File: config.mk
export PLATFORM = sky130hd
export DESIGN_NAME = mult_controller
export DESIGN_NICKNAME = d
export VERILOG_FILES = /design/src/rtl/mult_controller.sv
export SDC_FILE = /design/constraint.sdc
export NUM_CORES = 1
export LEC_CHECK = 0
export BUFFER_PORTS_ARGS = -buffer_cell sky130_fd_sc_hd__buf_2
export CAP_MARGIN = 10
export CORE_AREA = 2 2 231 233
export DETAILED_ROUTE_END_ITERATION = 16
export DIE_AREA = 0 0 233 235
export PLACE_DENSITY = 0.41
export SLEW_MARGIN = 20
export SYNTH_ARGS = -nofsm -noshare
export SYNTH_HDL_FRONTEND = slang
export SYNTH_SLANG_ARGS = --single-unit
File: constraint.sdc
create_clock -name clk -period 8.8 [get_ports clk]
set_input_delay 1.32 -clock clk [delete_from_list [all_inputs] [get_ports clk]]
set_output_delay 1.32 -clock clk [all_outputs]
set_load 0.02 [all_outputs]
File: src/rtl/mult_controller.sv
// mult_controller: queues signed/unsigned 32x32 multiply requests, drives an
// unsigned downstream multiplier with operand magnitudes and re-applies the sign.
`default_nettype none

module mult_controller #(
  parameter int QDEPTH = 2
) (
  input  logic        clk,
  input  logic        resetn,
  input  logic        req_valid,
  output logic        req_ready,
  input  logic        req_signed,
  input  logic [31:0] req_a,
  input  logic [31:0] req_b,
  output logic        mult_begin,
  output logic [31:0] mult_op1,
  output logic [31:0] mult_op2,
  input  logic [63:0] mult_product,
  input  logic        mult_end,
  output logic        rsp_valid,
  input  logic        rsp_ready,
  output logic [31:0] rsp_hi,
  output logic [31:0] rsp_lo,
  output logic        busy
);

  localparam int AW = $clog2(QDEPTH);
  localparam int CW = AW + 1;

  typedef enum logic [1:0] {IDLE = 2'd0, ISSUE = 2'd1, RESP = 2'd2} state_e;

  state_e            state_q, state_d;
  logic [64:0]       mem_q [QDEPTH];
  logic [AW-1:0]     wptr_q, rptr_q;
  logic [CW-1:0]     count_q;
  logic [31:0]       op1_q, op1_d, op2_q, op2_d;
  logic              neg_q, neg_d;
  logic              first_q, first_d;
  logic [63:0]       res_q, res_d;
  logic              push, pop, full;
  logic              head_sgn;
  logic [31:0]       head_a, head_b;

  assign full      = (count_q == CW'(QDEPTH));
  assign req_ready = !full;
  assign push      = req_valid && req_ready;
  assign {head_sgn, head_a, head_b} = mem_q[rptr_q];

  always_comb begin
    state_d = state_q;
    op1_d   = op1_q;
    op2_d   = op2_q;
    neg_d   = neg_q;
    first_d = first_q;
    res_d   = res_q;
    pop     = 1'b0;
    case (state_q)
      IDLE: begin
        if (count_q != '0) begin
          pop     = 1'b1;
          // Negating 0x80000000 wraps to itself, which is its correct magnitude.
          op1_d   = (head_sgn && head_a[31]) ? (~head_a + 32'd1) : head_a;
          op2_d   = (head_sgn && head_b[31]) ? (~head_b + 32'd1) : head_b;
          neg_d   = head_sgn && (head_a[31] ^ head_b[31]);
          first_d = 1'b1;
          state_d = ISSUE;
        end
      end
      ISSUE: begin
        first_d = 1'b0;
        if (!first_q && mult_end) begin
          res_d   = neg_q ? (~mult_product + 64'd1) : mult_product;
          state_d = RESP;
        end
      end
      RESP: begin
        if (rsp_ready) state_d = IDLE;
      end
      default: state_d = IDLE;
    endcase
  end

  always_ff @(posedge clk or negedge resetn) begin
    if (!resetn) begin
      state_q <= IDLE;
      wptr_q  <= '0;
      rptr_q  <= '0;
      count_q <= '0;
      op1_q   <= '0;
      op2_q   <= '0;
      neg_q   <= 1'b0;
      first_q <= 1'b0;
      res_q   <= '0;
    end else begin
      state_q <= state_d;
      op1_q   <= op1_d;
      op2_q   <= op2_d;
      neg_q   <= neg_d;
      first_q <= first_d;
      res_q   <= res_d;
      if (push) wptr_q <= wptr_q + AW'(1);
      if (pop)  rptr_q <= rptr_q + AW'(1);
      case ({push, pop})
        2'b10:   count_q <= count_q + CW'(1);
        2'b01:   count_q <= count_q - CW'(1);
        default: count_q <= count_q;
      endcase
    end
  end

  // Storage needs no reset: occupancy is tracked solely by count_q.
  always_ff @(posedge clk) begin
    if (push) mem_q[wptr_q] <= {req_signed, req_a, req_b};
  end

  assign mult_begin = (state_q == ISSUE);
  assign mult_op1   = op1_q;
  assign mult_op2   = op2_q;
  assign rsp_valid  = (state_q == RESP);
  assign rsp_hi     = res_q[63:32];
  assign rsp_lo     = res_q[31:0];
  assign busy       = (state_q != IDLE) || (count_q != '0);

endmodule

`default_nettype wire

==> results of run 1 <==
[final timing paths]
path                                             to  slack, ns  depth (start not counted)
max in group asynchronous         neg_q$_DFFE_PN0P_       6.56                          2
min in group asynchronous     res_q[44]$_DFFE_PN0P_       0.83                          1
hold reg to reg               res_q[42]$_DFFE_PN0P_       0.47                          2
setup reg to reg           mult_op2[31]$_DFFE_PN0P_       4.79                          6
hold / removal                res_q[42]$_DFFE_PN0P_       0.47                          2
setup / recovery           mult_op2[31]$_DFFE_PN0P_       4.79                          6
[where the power goes]
group	leakage, nW	switching, W	internal [W]
clock network	0.551	0.000550	0.000835
registers	2.89	0.000313	0.00179
logic	3.05	0.00151	0.000834
total	6.49	0.00238	0.00346
[per-layer routing]
layer  GRT usage [%]  up-vias
met1            19.4     4685
met3            3.98       50
li1                -     4806
met4            3.63        8
met5               0        -
met2            22.4      245
[cells in the final DEF, fill, tap and decap left out, types with 24 or more instances in the layout]
| master | synthesis | routed |
|---|---|---|
| xor2_1 | 81 | 81 |
| nand2_1 | 167 | 166 |
| o31ai_1 | 24 | 24 |
| xnor2_1 | 41 | 41 |
| dfrtp_1 | 136 | 134 |
| o21ai_0 | 171 | 171 |
| nor2_1 | 34 | 33 |
| mux2i_1 | 56 | 56 |
| buf_2 | 15 | 264 |
| nor3_1 | 34 | 34 |
| clkbuf_16 | 0 | 35 |
| edfxtp_1 | 130 | 130 |
| a21oi_1 | 26 | 26 |
[stage by stage]
step           util (%)  hold WS (ns)
6_report           30.9         0.470
5_1_grt            30.9         0.494
4_1_cts            30.9         0.478
3_5_place_dp       28.7         0.466
3_3_place_gp       28.7         0.458
2_1_floorplan         -         0.448
[cell type report]
type / count / area share (%)
Sequential cell: 266 / 45.3
Multi-Input combinational cell: 838 / 33.4
Timing Repair Buffer: 277 / 8.84
Clock buffer: 47 / 6.02
Tap cell: 688 / 5.34
Clock inverter: 13 / 0.892
Inverter: 7 / 0.163
Antenna cell: 2 / 0.0310
[cell families (layout without fill, tap and decap cells)]
family / Yosys count / count (layout) / synth area share [%]
fa+ha+maj: 4 / 4 / 0.387
simple gates: 361 / 361 / 14.1
buf+inv: 67 / 344 / 2.18
compound gates: 283 / 283 / 13.3
xor+xnor: 122 / 122 / 8.26
flops: 266 / 266 / 56.5
other cells: 0 / 2 / 0
mux: 68 / 68 / 5.38
[synthesized netlist by cell type (3+ instances only)]
cell type  number
dfrtp_1       136
inv_1           6
or4_4           3
o31a_1          3
buf_2          15
xnor2_1        41
buf_1           4
ha_1            4
mux2i_1        56
nor3_1         34
o21ai_1         7
o41ai_2         4
or2_2           6
a21o_1          3
nor3b_1         9
edfxtp_1      130
o21ai_0       171
mux2_2         12
a222oi_1        3
or3b_2          8
a21oi_1        26
o41ai_1         6
nand4_1         3
xor2_1         81
nand3_1        10
o211ai_1        8
clkbuf_1       39
nand2_1       167
or4_1          10
or3_1          20
nor2_1         34
o22ai_1         5
nor4b_1        11
nand2b_1       10
nor2b_1         4
nor4_1         22
o31ai_1        24
[flip-flops by register name, summed over array words and instances, names as in the netlist]
| register | cells |
|---|---|
| first_q | 1 |
| mult_op2 | 32 |
| wptr_q | 1 |
| rptr_q | 1 |
| mult_op1 | 32 |
| res_q | 64 |
| neg_q | 1 |
| state_q | 2 |
| count_q | 2 |
| mem_q | 130 |
[worst max-delay path: stages (launching register included)]
cell and delay [ns]:
dfrtp_4 1.04, buf_4 0.61, or3b_2 0.57, a222oi_1 0.65
o211ai_1 0.29, or3_1 0.46, a221oi_1 0.25
==> flow_metrics.py, run 1 <==
metrics = {
    "clocking": {
        "path_clk_slew_ns": 0.06,
        "clock_latency_ns": 0.54,
        "cts_tree": "built",
        "clock-sinks": 266,
        "post_cts_buffers": 0,
        "cts_resized": 0,
        "cts_hold_buf": 0,
        "h-tree-depth": 2,
        "cts_buffers": 34,
        "max-clock-path-buffers": 3,
        "cts_root_buf": "clkbuf_16",
    },
    "floorplan": {
        "floorplan.rows": 84,
        "core_region_area_um2": 52200,
        "initial_core_util_pct": 24.8,
        "ios": 266,
        "die-width_um": 233,
        "dieArea_um2": 54800,
        "die_h_um": 235,
    },
    "detailed_routing": {
        "drt_iter0_drc": 484,
        "wl_met1_mm": 18.1,
        "wl_per_cell_um": 18.5,
        "vias_per_cell": 4.58,
        "antenna_left": 0,
        "via_count": 9794,
        "wirelength_mm": 39.5,
        "wl_met3_mm": 2.66,
        "met2_length_mm": 17.9,
        "firstDrtPassIters": 5,
        "top_layer": "met5",
        "drc": 0,
    },
    "pwr": {
        "p_total_w": 0.00584,
        "ir_worst_vdd_mv": 0.119,
        "p_leak_nw": 6.49,
        "power_density_nw_per_um2": 362,
    },
    "placement": {
        "dp_hpwl_mm": 28.1,
        "gp_congestion": 0.780,
        "dp_slack_ns": 4.35,
        "dpl_cell_area_um2": 15000,
        "dpl.cell_count": 2076,
        "numPortBuffers": 265,
    },
    "worst_setup_path": {
        "path_max_fanout": 76,
        "worstPathRequired_ns": 9.23,
        "end_kind": "flop",
        "start_kind": "flop",
        "regToRegStartpoint": "rptr_q$_DFFE_PN0P_",
        "critPathArrivalTime_ns": 4.44,
        "crit_type": "flop to flop",
        "crit_start": "rptr_q$_DFFE_PN0P_",
    },
    "global_routing": {
        "grt_pass1_wl_mm": 60.3,
        "antenna_found_initial": 7,
        "grt_pass1_vias": 9851,
        "grt_usage_pct": 14.3,
        "gr-total-overflow": 0,
        "grt_max_degree": 130,
    },
    "yosys": {
        "syn_nets": 1309,
        "synth-seq-cells": 266,
        "ys_seq_area_share_pct": 56.5,
        "synth_top_area_share_pct": 30.2,
        "yosys.area.top_type": "edfxtp_1",
        "ys_types": 62,
        "async_flop_share_pct": 51.1,
        "synth_cells": 1171,
        "synth_area_um2": 12900,
        "yosysWarnings": 0,
        "synth_edf_count": 130,
        "ys.flop_type": "dfrtp_1",
        "synth.area.top_cells": "edfxtp_1 (30%), dfrtp_1 (26%), o21ai_0 (6.6%)",
        "avgSynthCellArea_um2": 11.0,
    },
    "layout": {
        "fillCellCount": 5440,
        "fin_area_um2": 16100,
        "fin_cells": 2138,
        "syn2layout_area_growth_pct": 24.6,
        "finalNetCount": 1562,
        "drive_above_1_share_pct": 26.0,
        "multi_input_area_um2": 5380,
        "ff_latch_area_um2": 7310,
    },
    "timing": {
        "finalCritPeriodShare_pct": 45.6,
        "clock_skew_ns": 0.0263,
        "tns_ns": 0,
        "fin_crit_ns": 4.01,
        "slew_viol_final": 0,
        "max_freq_mhz": 249,
        "finalSetupViolCount": 0,
        "setup_ws_ns": 4.79,
        "tightest_slew_ns": 1.05,
        "rsz0062_at_grt": "false",
        "hold_viol_final": 0,
        "maxSlewHeadroom_pct": 30.1,
    },
    "status": {
        "outcome": "completed",
    },
    "min_path": {
        "hold_path_startpoint": "res_q[42]$_DFFE_PN0P_",
        "min_path_type": "flop to flop",
    },
    "job": {
        "max-cap-violations": 0,
    },
}
(Power assumes the default switching activity.)
==> run 2: changes to the inputs <==
PLACE_DENSITY = 0.43   (was 0.41)
clock period = 3.6 ns   (was 8.8 ns; I/O delays follow)
==> run 2 against run 1 <==
Flip-flop and latch count unchanged; clock power increased to 2.6 times the previous value; power is 150% higher; first-iteration DRC count is 6.6% lower; hold slack worse by 0.32 ns; critical path depth is 1 lower; count of clock-buffer cells in the layout down 13; register-to-register slack got worse by 4.3 ns; non-clock buffer count grew 18; critical endpoint unchanged; largest cell class unchanged; largest power group unchanged; highest routed layer unchanged.
==> flow_metrics.py, run 2 (synthesis gave the netlist of run 1 again) <==
metrics = {
    "pwr": {
        "p_leak_nw": 6.58,
        "power_density_nw_per_um2": 888,
        "combPwrFrac_pct": 39.9,
        "p_switching_w": 0.00582,
        "ir_worst_vdd_mv": 0.348,
        "netSwitchingFraction_pct": 40.1,
        "seqPwrFrac_pct": 35.8,
        "p_int_w": 0.00868,
        "clkPwrFrac_pct": 24.2,
    },
    "global_routing": {
        "gr-total-overflow": 0,
        "globalRouteMet3Util_pct": 2.78,
        "antenna_found_initial": 2,
        "use_met2_pct": 22.8,
        "grt_max_degree": 92,
        "gr-usage-met1_pct": 18.8,
        "grt_pass1_wl_mm": 59.4,
        "grt-busiest-layer": "met2",
        "grt_pass1_vias": 10083,
        "grt_usage_pct": 13.9,
    },
    "clocking": {
        "cts_root_buf": "clkbuf_16",
        "max-clock-path-buffers": 3,
        "clock_latency_ns": 0.58,
        "cts_tree": "built",
        "cts_buffers": 31,
        "cts_resized": 0,
        "clock-sinks": 266,
        "path_clk_slew_ns": 0.06,
        "h-tree-depth": 1,
    },
    "layout": {
        "syn2layout_area_growth_pct": 26.3,
        "multi_input_area_um2": 5380,
        "final_common_cell": "buf_2",
        "drive_above_1_share_pct": 27.0,
        "largestRegisters": "mem_q: 130 flops, res_q: 64 flops",
        "fillCellCount": 5373,
        "final_cell_mix": "buf_2 (264), o21ai_0 (171), nand2_1 (166), dfrtp_1 (134), edfxtp_1 (130)",
        "final_core_util_pct": 31.3,
        "finalNetCount": 1577,
        "regMostFlops": "mem_q",
        "largest_register_ffs": 130,
        "ff_latch_area_um2": 7310,
    },
    "timing": {
        "slew_viol_final": 0,
        "hold_viol_final": 0,
        "max_freq_mhz": 317,
        "rsz0062_at_grt": "false",
        "finalSetupViolCount": 0,
        "maxSlewHeadroom_pct": 37.5,
        "clock_skew_ns": 0.00913,
        "fin_crit_ns": 3.16,
        "finalCritPeriodShare_pct": 87.6,
        "tns_ns": 0,
        "tightest_slew_ns": 0.929,
    },
    "detailed_routing": {
        "firstDrtPassIters": 5,
        "antenna_left": 0,
        "via_count": 9901,
        "vias_per_cell": 4.60,
        "drt_iter0_drc": 452,
        "wirelength_mm": 38.9,
        "wl_per_cell_um": 18.1,
        "drc": 0,
    },
    "worst_setup_path": {
        "path_cells": "or3b_2, a222oi_1, o211ai_1, or3_1, a221oi_1",
        "worstPathRequired_ns": 4.07,
        "r2r_slack_ns": 0.44,
        "path_buf_inv": 0,
        "end_kind": "flop",
        "crit_start": "rptr_q$_DFFE_PN0P_",
        "crit_type": "flop to flop",
        "cp_slowest_cell": "dfrtp_4",
        "regToRegStartpoint": "rptr_q$_DFFE_PN0P_",
        "reg2reg_to": "mult_op2[31]$_DFFE_PN0P_",
        "cp_slowest_stage_delay_ns": 0.88,
        "critPathArrivalTime_ns": 3.63,
        "path_max_fanout": 57,
        "start_kind": "flop",
        "cp_top_family": "compound AO/OA/AOI/OAI gates",
        "rr_worst_depth": 5,
    },
    "min_path": {
        "holdPathEnd": "mem_q[1][37]$_DFFE_PP_",
        "min_path_type": "primary input to flop",
        "holdPathStages": 1,
        "hold_path_startpoint": "req_a[5]",
    },
    "floorplan": {
        "die-width_um": 233,
        "core_region_area_um2": 52200,
        "die_h_um": 235,
        "dieArea_um2": 54800,
        "ios": 266,
        "floorplan.rows": 84,
        "initial_core_util_pct": 24.8,
    },
    "placement": {
        "numPortBuffers": 265,
        "gp_congestion": 0.778,
        "dp_hpwl_mm": 28.7,
    },
    "status": {
        "outcome": "completed",
    },
    "job": {
        "max-cap-violations": 0,
    },
}
==> run 2: cell types whose count changed in the layout (fill, tap and decap cells not counted), moves of 2 or more <==
cell	before	now
buf_12	0	4
buf_4	11	25
bufinv_16	2	8
clkbuf_1	7	3
clkbuf_16	35	31
clkbuf_8	5	0
clkinv_2	6	3
clkinv_4	1	5
clkinv_8	2	0
clkinvlp_4	0	5
==> run 2: how the worst max path moves through the flow <==
| stage | slack, ns | end | cells after the start |
|---|---|---|---|
| 6_report | 0.44 | mult_op2[31]$_DFFE_PN0P_ | 5 |
| 5_1_grt | 0.24 | mult_op2[23]$_DFFE_PN0P_ | 6 |
| 4_1_cts | 0.46 | mult_op2[23]$_DFFE_PN0P_ | 6 |
| 3_5_place_dp | 0.22 | res_q[49]$_DFFE_PN0P_ | 8 |
| 3_3_place_gp | 0.23 | res_q[59]$_DFFE_PN0P_ | 8 |
| 2_1_floorplan | 0.17 | mult_op2[14]$_DFFE_PN0P_ | 15 |
==> run 2: layout make-up <==
type	instances	area share, %
repair buffers	295	9.86
multi-input cells	838	32.9
diodes	1	0.0153
clock buffers	34	4.82
well taps	688	5.27
flip-flops and latches	266	44.8
clock inverters	24	2.21
inverters	7	0.161
==> run 2: metal layers <==
layer,part of all wire [%],wire length (um)
met4,1.9,757
met5,0.031,12
met2,46,18000
met1,46,18000
met3,5.8,2250
==> run 2: per-stage QoR <==
stage / total power [W] / setup slack, ns / hold slack, ns / instances / area [um^2]
finish: 0.0145 / 0.445 / 0.150 / 2153 / 16300
global route: 0.0156 / 0.241 / 0.115 / 2152 / 16300
CTS: 0.0148 / 0.460 / 0.101 / 2152 / 16300
detailed placement: 0.0112 / 0.219 / 0.464 / 2093 / 15200
global placement: 0.0112 / 0.233 / 0.459 / 2093 / 15200
floorplan: 0.00901 / 0.168 / 0.244 / 1171 / 12900
==> run 2: power groups by stage <==
stage                     Sequential (W)  Combinational, W  Clock [W]
after floorplan                  0.00577           0.00324          0
after global placement           0.00526           0.00589          0
after detailed placement         0.00528           0.00591          0
after CTS                        0.00523           0.00592    0.00365
after global routing             0.00535           0.00646    0.00376
final                            0.00520           0.00579    0.00352
==> run 2: timing repair <==
item                                   in CTS  in global routing
buffers inserted                            0                  0
endpoints found under the hold margin       8                  0
hold buffers                                1                  0
